`src/rtl/ex_muldiv_unit_if.sv`:
```
// Pipeline-side bundle for the EX-stage multiply/divide unit: ID/EX operands in,
// stall/done/result back to the hazard logic and EX/MEM register.
interface ex_muldiv_unit_if #(
   parameter int XLEN = 32
);
   logic            start_MDU;
   logic            flush_MDU;
   logic [2:0]      funct3_MDU;
   logic [XLEN-1:0] Rs1_in_MDU;
   logic [XLEN-1:0] Rs2_in_MDU;
   logic [4:0]      Rd_addr_in_MDU;
   logic            stall_out_MDU;
   logic            done_out_MDU;
   logic [XLEN-1:0] result_out_MDU;
   logic [4:0]      Rd_addr_out_MDU;
   logic            RegWrite_out_MDU;

   modport master (
      output start_MDU, flush_MDU, funct3_MDU, Rs1_in_MDU, Rs2_in_MDU, Rd_addr_in_MDU,
      input  stall_out_MDU, done_out_MDU, result_out_MDU, Rd_addr_out_MDU, RegWrite_out_MDU
   );

   modport slave (
      input  start_MDU, flush_MDU, funct3_MDU, Rs1_in_MDU, Rs2_in_MDU, Rd_addr_in_MDU,
      output stall_out_MDU, done_out_MDU, result_out_MDU, Rd_addr_out_MDU, RegWrite_out_MDU
   );
endinterface

```
`src/rtl/ex_muldiv_unit.sv`:
```
// RV32M multiply/divide unit: iterative shift-add multiply and restoring divide.
// Define MDU_FAST_MUL_EN to replace the iterative multiply with a one-cycle multiplier.
module ex_muldiv_unit #(
   parameter int XLEN  = 32,
   parameter int CNT_W = 5
) (
   input logic             clk_MDU,
   input logic             rst_n_MDU,
   ex_muldiv_unit_if.slave mdu
);
   typedef enum logic [1:0] {IDLE, MUL, DIV, DONE} state_t;

   state_t              state_reg, state_next;
   logic [CNT_W-1:0]    cnt_reg, cnt_next;
   logic [2:0]          funct3_reg, funct3_next;
   logic [4:0]          rd_reg, rd_next;
   logic [XLEN-1:0]     opd_reg, opd_next;
   logic [2*XLEN-1:0]   prod_reg, prod_next;
   logic [XLEN-1:0]     rem_reg, rem_next;
   logic [XLEN-1:0]     quo_reg, quo_next;
   logic                neg_q_reg, neg_q_next;
   logic                neg_r_reg, neg_r_next;
   logic [XLEN-1:0]     result_reg, result_next;
   logic [4:0]          rd_out_reg, rd_out_next;

   logic [2:0]          f3;
   logic [XLEN-1:0]     rs1, rs2;
   logic                sign_a_en, sign_b_en, sa, sb;
   logic [XLEN-1:0]     abs_a, abs_b;
   logic                div_by_zero, div_ovf;
   logic [XLEN-1:0]     special_res;
   logic [XLEN:0]       mul_sum;
   logic [XLEN:0]       div_shift;
   logic                div_ge;
   logic [2*XLEN-1:0]   res_full;
   logic [XLEN-1:0]     q_fix, r_fix;

   assign f3  = mdu.funct3_MDU;
   assign rs1 = mdu.Rs1_in_MDU;
   assign rs2 = mdu.Rs2_in_MDU;

   // A is signed for MULH, MULHSU, DIV, REM; B is signed for MULH, DIV, REM
   assign sign_a_en = (f3 == 3'd1) || (f3 == 3'd2) || (f3 == 3'd4) || (f3 == 3'd6);
   assign sign_b_en = (f3 == 3'd1) || (f3 == 3'd4) || (f3 == 3'd6);
   assign sa        = sign_a_en & rs1[XLEN-1];
   assign sb        = sign_b_en & rs2[XLEN-1];
   assign abs_a     = sa ? -rs1 : rs1;
   assign abs_b     = sb ? -rs2 : rs2;

   assign div_by_zero = (rs2 == '0);
   assign div_ovf     = !f3[0] && (rs1 == 32'h8000_0000) && (rs2 == 32'hFFFF_FFFF);
   assign special_res = f3[1] ? (div_by_zero ? rs1 : '0)
                              : (div_by_zero ? '1 : 32'h8000_0000);

`ifdef MDU_FAST_MUL_EN
   logic [2*XLEN-1:0] fast_a, fast_b, fast_prod;
   assign fast_a    = {{XLEN{sa}}, rs1};
   assign fast_b    = {{XLEN{sb}}, rs2};
   assign fast_prod = fast_a * fast_b;
`endif

   always_ff @(posedge clk_MDU or negedge rst_n_MDU) begin
      if (!rst_n_MDU) begin
         state_reg  <= IDLE;
         cnt_reg    <= '0;
         funct3_reg <= '0;
         rd_reg     <= '0;
         opd_reg    <= '0;
         prod_reg   <= '0;
         rem_reg    <= '0;
         quo_reg    <= '0;
         neg_q_reg  <= 1'b0;
         neg_r_reg  <= 1'b0;
         result_reg <= '0;
         rd_out_reg <= '0;
      end else begin
         state_reg  <= state_next;
         cnt_reg    <= cnt_next;
         funct3_reg <= funct3_next;
         rd_reg     <= rd_next;
         opd_reg    <= opd_next;
         prod_reg   <= prod_next;
         rem_reg    <= rem_next;
         quo_reg    <= quo_next;
         neg_q_reg  <= neg_q_next;
         neg_r_reg  <= neg_r_next;
         result_reg <= result_next;
         rd_out_reg <= rd_out_next;
      end
   end

   always_comb begin
      state_next  = state_reg;
      cnt_next    = cnt_reg;
      funct3_next = funct3_reg;
      rd_next     = rd_reg;
      opd_next    = opd_reg;
      prod_next   = prod_reg;
      rem_next    = rem_reg;
      quo_next    = quo_reg;
      neg_q_next  = neg_q_reg;
      neg_r_next  = neg_r_reg;
      result_next = result_reg;
      rd_out_next = rd_out_reg;
      mul_sum     = '0;
      div_shift   = '0;
      div_ge      = 1'b0;
      res_full    = '0;
      q_fix       = '0;
      r_fix       = '0;

      // A flush abandons the op and holds every datapath register
      if (mdu.flush_MDU) begin
         state_next = IDLE;
      end else begin
         case (state_reg)
            IDLE: begin
               if (mdu.start_MDU) begin
                  funct3_next = f3;
                  rd_next     = mdu.Rd_addr_in_MDU;
                  neg_q_next  = sa ^ sb;
                  neg_r_next  = sa;
                  cnt_next    = '0;
                  if (f3[2]) begin
                     opd_next = abs_b;
                     quo_next = abs_a;
                     rem_next = '0;
                     if (div_by_zero || div_ovf) begin
                        result_next = special_res;
                        rd_out_next = mdu.Rd_addr_in_MDU;
                        state_next  = DONE;
                     end else begin
                        state_next  = DIV;
                     end
                  end else begin
`ifdef MDU_FAST_MUL_EN
                     result_next = (f3 == 3'd0) ? fast_prod[XLEN-1:0] : fast_prod[2*XLEN-1:XLEN];
                     rd_out_next = mdu.Rd_addr_in_MDU;
                     state_next  = DONE;
`else
                     opd_next   = abs_a;
                     prod_next  = {{XLEN{1'b0}}, abs_b};
                     state_next = MUL;
`endif
                  end
               end
            end
            MUL: begin
               // Multiplier sits in the low half and shifts out as the sum shifts in
               mul_sum   = {1'b0, prod_reg[2*XLEN-1:XLEN]} + (prod_reg[0] ? {1'b0, opd_reg} : '0);
               prod_next = {mul_sum, prod_reg[XLEN-1:1]};
               cnt_next  = cnt_reg + 1'b1;
               if (cnt_reg == '1) begin
                  res_full    = neg_q_reg ? -prod_next : prod_next;
                  result_next = (funct3_reg == 3'd0) ? res_full[XLEN-1:0] : res_full[2*XLEN-1:XLEN];
                  rd_out_next = rd_reg;
                  state_next  = DONE;
               end
            end
            DIV: begin
               // 33-bit trial remainder; the kept remainder is always below the divisor
               div_shift = {rem_reg, quo_reg[XLEN-1]};
               div_ge    = (div_shift >= {1'b0, opd_reg});
               rem_next  = div_ge ? XLEN'(div_shift - {1'b0, opd_reg}) : div_shift[XLEN-1:0];
               quo_next  = {quo_reg[XLEN-2:0], div_ge};
               cnt_next  = cnt_reg + 1'b1;
               if (cnt_reg == '1) begin
                  q_fix       = neg_q_reg ? -quo_next : quo_next;
                  r_fix       = neg_r_reg ? -rem_next : rem_next;
                  result_next = funct3_reg[1] ? r_fix : q_fix;
                  rd_out_next = rd_reg;
                  state_next  = DONE;
               end
            end
            DONE: begin
               state_next = IDLE;
            end
            default: begin
               state_next = IDLE;
            end
         endcase
      end
   end

   assign mdu.stall_out_MDU    = rst_n_MDU &
                                 (((state_reg == IDLE) && mdu.start_MDU && !mdu.flush_MDU) ||
                                  (state_reg == MUL) || (state_reg == DIV));
   assign mdu.done_out_MDU     = (state_reg == DONE) && !mdu.flush_MDU;
   assign mdu.result_out_MDU   = result_reg;
   assign mdu.Rd_addr_out_MDU  = rd_out_reg;
   assign mdu.RegWrite_out_MDU = mdu.done_out_MDU && (rd_out_reg != 5'd0);
endmodule

```
`src/flat_wrapper.sv`:
```
// flat-port wrapper written by rule: the top's interface ports become plain ports
module ex_muldiv_unit_flat 
#(
   parameter int XLEN  = 32,
   parameter int CNT_W = 5
)
  (clk_MDU, rst_n_MDU, mdu_start_MDU, mdu_flush_MDU, mdu_funct3_MDU, mdu_Rs1_in_MDU, mdu_Rs2_in_MDU, mdu_Rd_addr_in_MDU, mdu_stall_out_MDU, mdu_done_out_MDU, mdu_result_out_MDU, mdu_Rd_addr_out_MDU, mdu_RegWrite_out_MDU);
  ex_muldiv_unit_if #(.XLEN(XLEN)) mdu_i ();
  input logic clk_MDU;
  input logic rst_n_MDU;
  input wire logic [$bits(mdu_i.start_MDU)-1:0] mdu_start_MDU;
  input wire logic [$bits(mdu_i.flush_MDU)-1:0] mdu_flush_MDU;
  input wire logic [$bits(mdu_i.funct3_MDU)-1:0] mdu_funct3_MDU;
  input wire logic [$bits(mdu_i.Rs1_in_MDU)-1:0] mdu_Rs1_in_MDU;
  input wire logic [$bits(mdu_i.Rs2_in_MDU)-1:0] mdu_Rs2_in_MDU;
  input wire logic [$bits(mdu_i.Rd_addr_in_MDU)-1:0] mdu_Rd_addr_in_MDU;
  output wire logic [$bits(mdu_i.stall_out_MDU)-1:0] mdu_stall_out_MDU;
  output wire logic [$bits(mdu_i.done_out_MDU)-1:0] mdu_done_out_MDU;
  output wire logic [$bits(mdu_i.result_out_MDU)-1:0] mdu_result_out_MDU;
  output wire logic [$bits(mdu_i.Rd_addr_out_MDU)-1:0] mdu_Rd_addr_out_MDU;
  output wire logic [$bits(mdu_i.RegWrite_out_MDU)-1:0] mdu_RegWrite_out_MDU;
  assign mdu_i.start_MDU = mdu_start_MDU;
  assign mdu_i.flush_MDU = mdu_flush_MDU;
  assign mdu_i.funct3_MDU = mdu_funct3_MDU;
  assign mdu_i.Rs1_in_MDU = mdu_Rs1_in_MDU;
  assign mdu_i.Rs2_in_MDU = mdu_Rs2_in_MDU;
  assign mdu_i.Rd_addr_in_MDU = mdu_Rd_addr_in_MDU;
  assign mdu_stall_out_MDU = mdu_i.stall_out_MDU;
  assign mdu_done_out_MDU = mdu_i.done_out_MDU;
  assign mdu_result_out_MDU = mdu_i.result_out_MDU;
  assign mdu_Rd_addr_out_MDU = mdu_i.Rd_addr_out_MDU;
  assign mdu_RegWrite_out_MDU = mdu_i.RegWrite_out_MDU;
  ex_muldiv_unit #(.XLEN(XLEN), .CNT_W(CNT_W)) u_core (.clk_MDU(clk_MDU), .rst_n_MDU(rst_n_MDU), .mdu(mdu_i));
endmodule
```
`config.mk`:
```
export PLATFORM = sky130hd
export DESIGN_NAME = ex_muldiv_unit_flat
export DESIGN_NICKNAME = d
export VERILOG_FILES = /design/src/rtl/ex_muldiv_unit_if.sv /design/src/rtl/ex_muldiv_unit.sv /design/src/flat_wrapper.sv
export SDC_FILE = /design/constraint.sdc
export NUM_CORES = 1
export LEC_CHECK = 0
export BUFFER_PORTS_ARGS = -buffer_cell sky130_fd_sc_hd__buf_2
export CAP_MARGIN = 25
export CELL_PAD_IN_SITES_DETAIL_PLACEMENT = 2
export CELL_PAD_IN_SITES_GLOBAL_PLACEMENT = 2
export CORE_MARGIN = 1.5
export CORE_UTILIZATION = 30
export CTS_CLUSTER_SIZE = 16
export DETAILED_ROUTE_END_ITERATION = 7
export PLACE_DENSITY = 0.72
export SLEW_MARGIN = 20
export SYNTH_ARGS = -nofsm -noshare
export SYNTH_HDL_FRONTEND = slang
export SYNTH_SLANG_ARGS = --single-unit
export TNS_END_PERCENT = 10
```
`constraint.sdc`:
```
create_clock -name clk_MDU -period 8.1 [get_ports clk_MDU]
set_input_delay 2.43 -clock clk_MDU [delete_from_list [all_inputs] [get_ports clk_MDU]]
set_output_delay 2.43 -clock clk_MDU [all_outputs]
set_load 0.05 [all_outputs]
```
; ---- Word level (Yosys, flattened, before mapping)
; Index checks and enable logic that the tools add are counted.
[op_classes]
n_mux = 41
n_eq_ne = 19
addsub = 8
n_lt_le_gt_ge = 1
reduce_logical = 32
bitwise = 5
[ops]
columns = op, count
row1 = $mux W32, 20
row2 = $mux W64, 3
row3 = $neg A32 Y32, 4
row4 = $pmux W32 S2, 2
row5 = $pmux W64 S2, 1
row6 = $pmux W32 S3, 1
row7 = $eq A32 B32 Y1 const B, 2
row8 = $neg A64 Y64, 1
row9 = $add A32 B33 Y33, 1
row10 = $ge A33 B32 Y1, 1
row11 = $logic_not A32 Y1, 1
row12 = $sub A32 B32 Y32, 1
row13 = $mux W31, 1
row14 = $mux W5, 5
row15 = $pmux W5 S2, 2
row16 = $logic_or A1 B1 Y1, 8
row17 = $mux W2, 4
row18 = $ne A2 B1 Y1 const B, 4
row19 = $reduce_and A4 Y1, 2
row20 = $reduce_and A7 Y1, 1
row21 = $eq A3 B3 Y1 const B, 2
row22 = $logic_and A1 B1 Y1, 6
row23 = $ne A2 B2 Y1 const B, 3
row24 = $pmux W2 S3, 1
row25 = other kinds (22), 29
[totals]
word_cells = 118
ff_bits = 214

; ---- Depth between registers and ports, before layout
[logic_depth]
word_depth = 9
depth_mapped = 22
depth_no_buf = 20

; ---- Least setup slack after synthesis
; No wires, ideal clock.
[synth_path]
kind = input to output
startpoint = input port mdu_flush_MDU
endpoint = output port mdu_stall_out_MDU
path_slack_ps = 1346
path_stages = 5
t_required_ps = 5670
t_arrival_ps = 4324
path_buffers = 3
cell_sequence = clkbuf_1 -> nand3b_1 -> clkbuf_1 -> clkbuf_1 -> a21boi_0
[synth_via]
elab_chain_len = 5
[synth_rtl]
columns = element, line_no
row1 = start: declaration, flat_wrapper.sv:12  ; input wire logic [$bits(mdu_i.flush_MDU)-1:0] mdu_flush_MDU;
row2 = $logic_not A1 Y1, ex_muldiv_unit.sv:186  ; (((state_reg == IDLE) && mdu.start_MDU && !mdu.flush_MDU) ||
row3 = $logic_and A1 B1 Y1, ex_muldiv_unit.sv:186
row4 = $logic_or A1 B1 Y1, ex_muldiv_unit.sv:186
row5 = $logic_or A1 B1 Y1, ex_muldiv_unit.sv:187  ; (state_reg == MUL) || (state_reg == DIV));
row6 = $and A1 B1 Y1, ex_muldiv_unit.sv:185  ; assign mdu.stall_out_MDU = rst_n_MDU &
row7 = end: declaration, flat_wrapper.sv:17  ; output wire logic [$bits(mdu_i.stall_out_MDU)-1:0] mdu_stall_out_MDU;
; No other way between the ends.

; ---- Final worst setup path
[layout_path]
startpoint = input port mdu_Rs2_in_MDU[14]
endpoint = register u_core.result_reg[20] (netlist: u_core.mdu.result_out_MDU[20])
[layout_via]
elab_chain_len = 7
[layout_rtl]
columns = element, line_no
row1 = start: declaration, flat_wrapper.sv:15  ; input wire logic [$bits(mdu_i.Rs2_in_MDU)-1:0] mdu_Rs2_in_MDU;
row2 = $logic_not A32 Y1, ex_muldiv_unit.sv:50  ; assign div_by_zero = (rs2 == '0);
row3 = $mux W31 or $mux W32 (tied branches), "ex_muldiv_unit.sv:53, ex_muldiv_unit.sv:52"
row4 = $mux W32, ex_muldiv_unit.sv:52  ; assign special_res = f3[1] ? (div_by_zero ? rs1 : '0)
row5 = $mux W32, ex_muldiv_unit.sv:128  ; if (div_by_zero || div_ovf) begin
row6 = $mux W32, ex_muldiv_unit.sv:124  ; if (f3[2]) begin
row7 = $mux W32, ex_muldiv_unit.sv:118  ; if (mdu.start_MDU) begin
row8 = $pmux W32 S3, ex_muldiv_unit.sv:116  ; case (state_reg)
row9 = end signal: assignment, ex_muldiv_unit.sv:87  ; result_reg <= result_next;
row10 = end: declaration, ex_muldiv_unit.sv:23  ; logic [XLEN-1:0] result_reg, result_next;
; Parallel ways exist; a longest one is shown, timed or not. The select of a mux whose other input is x is not followed.
; A chain may end at the register's enable or synchronous reset.

==> metrics <==
top cell type's share of synthesized area 27.0%; total CTS buffers 28; crit end category flop; Worst setup SP type input port; Core Rows 94; area leader, netlist dfrtp_1; # setup viols final 0; main flop type after synthesis dfrtp_1; static leakage 0.00926 uW; Hold EP u_core.prod_reg[40]$_DFFE_PN0P_; Tot Pwr 8320 uW; CTS hold repair buffers 0; max FFs per register 64; drt via density 5.99; mean post-synth cell area 7.65 um2; worst reg-to-reg setup slack 1.79 ns; R2R depth 22; Tcrit/Tclk final 81.4%; DIE WIDTH 260 um; Worst Skew 0.0296 ns; Antenna Violating Nets Remaining 0; Synth async-reset ratio 100%; io pins 116; Ys Warns 0; CP max FO 12; synthesized cell area 0.0198 mm2; hold path cells 2; H-tree levels 1; Synth cell types 101; Worst Hold Class flop to flop; Post-CTS Resized 0; power per cell area 376 mW/mm2; fin. max-slew vios 0; synthesized net count 2747; port bufs 115; Worst Path Required 8.58 ns; Fmax 152 MHz; Die H 260 um; nets 2762; reg-to-reg endpoint u_core.mdu.result_out_MDU[30]$_DFFE_PN0P_; post-synthesis register bit count 214; Final Wtd Congestion 0.929; first-pass GRT wire length 147000 um; Area contributors post-synth dfrtp_1, o21ai_0, nand2_1; Clk pin slew, worst setup/hold paths 0.07 ns; dpl cell area 0.0212 mm2; gr ovfl total 0; RSZ-0062 raised after global routing no; clk_lat worst skew 0.59 ns; root buf cell clkbuf_16; post-CTS setup buffer count 0; post-synthesis sequential area ratio 27.0%; final hold violation count 0; DRT Wirelength 99300 um; first-pass detailed-route iteration total 5; Synth Instances 2592; Routed wire per std cell 28.4 um; CTS sink count 214; Worst Tran Pin Value 1.13 ns; Max Root-Sink Buffers 3; die area 0.0676 mm2; share of layout cells above drive strength 1 10.4%; Critical Path AT 7.07 ns; Layout Area Growth over Synthesis 11.6%; dpl hpwl 78800 um; setup TNS 0 ns; total track usage 28.9%; WS Path Type input port to flop; Layout Utilization 33.7%; fin worst setup slack 1.51 ns; Hold Crit Start u_core.prod_reg[40]$_DFFE_PN0P_; Initial Utilization 30.2%; initial antenna violation count 8; DRC Markers 0; worst reg2reg path startpoint u_core.rem_reg[24]$_DFFE_PN0P_; post-layout minimum cycle time 6.59 ns; largest net degree at the start of global routing 143; Starting DRT DRC Count 1333; Worst slew margin 22.7%; design area 0.0221 mm2; number of synthesized flops with an enable pin 0; pre-CTS WS 1.15 ns; CTS tree done; status completed; Max-cap violations 0; Core Area 0.0656 mm2; vias post-DR 20900; worst ir drop on vdd 0.000285 V; vias in the first global route 22100
[final cells by class]
| type | count | area, um2 |
|---|---|---|
| timing repair buffer | 150 | 865 |
| tap | 864 | 1080 |
| sequential | 214 | 5360 |
| antenna | 5 | 12.5 |
| clock inverter | 8 | 95.1 |
| multi-input combinational | 2143 | 13600 |
| fill | 7752 | 43500 |
| inverter | 70 | 263 |
| clock buffer | 41 | 841 |
[Yosys cell counts (15+ instances only)]
| cell | number |
|---|---|
| clkbuf_1 | 142 |
| inv_1 | 66 |
| nor3_1 | 61 |
| a31oi_1 | 24 |
| nor4_1 | 25 |
| or3_1 | 31 |
| o41ai_1 | 26 |
| xnor2_1 | 93 |
| a21oi_1 | 187 |
| o211ai_1 | 34 |
| nand4_1 | 35 |
| dfrtp_1 | 214 |
| a22o_1 | 23 |
| and2_1 | 38 |
| xor2_1 | 102 |
| o21ai_0 | 289 |
| ha_1 | 77 |
| mux2i_1 | 65 |
| mux2_2 | 26 |
| nand3_1 | 61 |
| a211oi_1 | 29 |
| o31ai_1 | 49 |
| nand2_1 | 335 |
| or4_1 | 24 |
| a21o_1 | 27 |
| nor2_1 | 219 |
| o21ai_1 | 15 |
| o21a_1 | 19 |
[cell families after synthesis]
logic type,Yosys count,share of synthesized area [%]
xor gates and xnor gates,195,8.62
muxes,92,4.87
and+or+nand+nor,920,22.2
AOI/OAI and AO/OA,857,27.7
adders and majority gates,79,5.06
buffers and inverters,235,4.55
DFF,214,27.0
[worst max-delay path: stages]
cell       delay (ns)
buf_2            0.13
or4_1            0.60
nor4_1           0.60
nand4_1          0.66
o211ai_1         0.72
o2111ai_4        0.36
a21oi_2          0.48
nand2_1          0.43
nor4_1           0.46
a211oi_1         0.09
o311ai_1         0.11
[how the worst max path moves through the flow]
stage                                                endpoint                from  slack [ns]
finish              u_core.mdu.result_out_MDU[20]$_DFFE_PN0P_  mdu_Rs2_in_MDU[14]        1.51
global route        u_core.mdu.result_out_MDU[20]$_DFFE_PN0P_  mdu_Rs2_in_MDU[14]        1.25
CTS                 u_core.mdu.result_out_MDU[20]$_DFFE_PN0P_  mdu_Rs2_in_MDU[14]        1.75
detailed placement  u_core.mdu.result_out_MDU[20]$_DFFE_PN0P_  mdu_Rs2_in_MDU[14]        1.15
global placement    u_core.mdu.result_out_MDU[29]$_DFFE_PN0P_   mdu_Rs2_in_MDU[0]        1.34
floorplan                                   mdu_stall_out_MDU       mdu_flush_MDU        1.35
[metal layers]
metal | wire [um] | GRT usage (%)
met4 | 5520 | 14.6
met1 | 45000 | 39.0
met5 | 21 | 0
met3 | 4480 | 2.59
met2 | 44200 | 46.1
[layout by cell type, fill, tap and decap left out, types with 29 or more instances in the layout]
cell	n
o21ai_0	289
o211ai_1	34
dfrtp_1	212
ha_1	75
nand3_1	61
nor3_1	60
or3_1	31
a211oi_1	29
clkbuf_16	29
nor2_1	218
nand4_1	35
and2_1	38
mux2i_1	65
xor2_1	102
buf_4	32
inv_1	66
a21oi_1	186
o31ai_1	49
nand2_1	334
buf_2	114
xnor2_1	93
[where the power goes]
group	leakage, uW	switching, uW	internal (uW)	total (uW)
clock	0.000458	550	776	1330
sequential	0.00279	616	1430	2050
combinational	0.00601	3460	1490	4950
total	0.00926	4630	3690	8320
[stage by stage]
step	std cells	hold slack, ns
2_1_floorplan	2592	0.445
3_3_place_gp	3439	0.461
3_5_place_dp	3440	0.471
4_1_cts	3489	0.495
5_1_grt	3490	0.513
6_report	3495	0.492
Power figures use the tool's default switching activity.
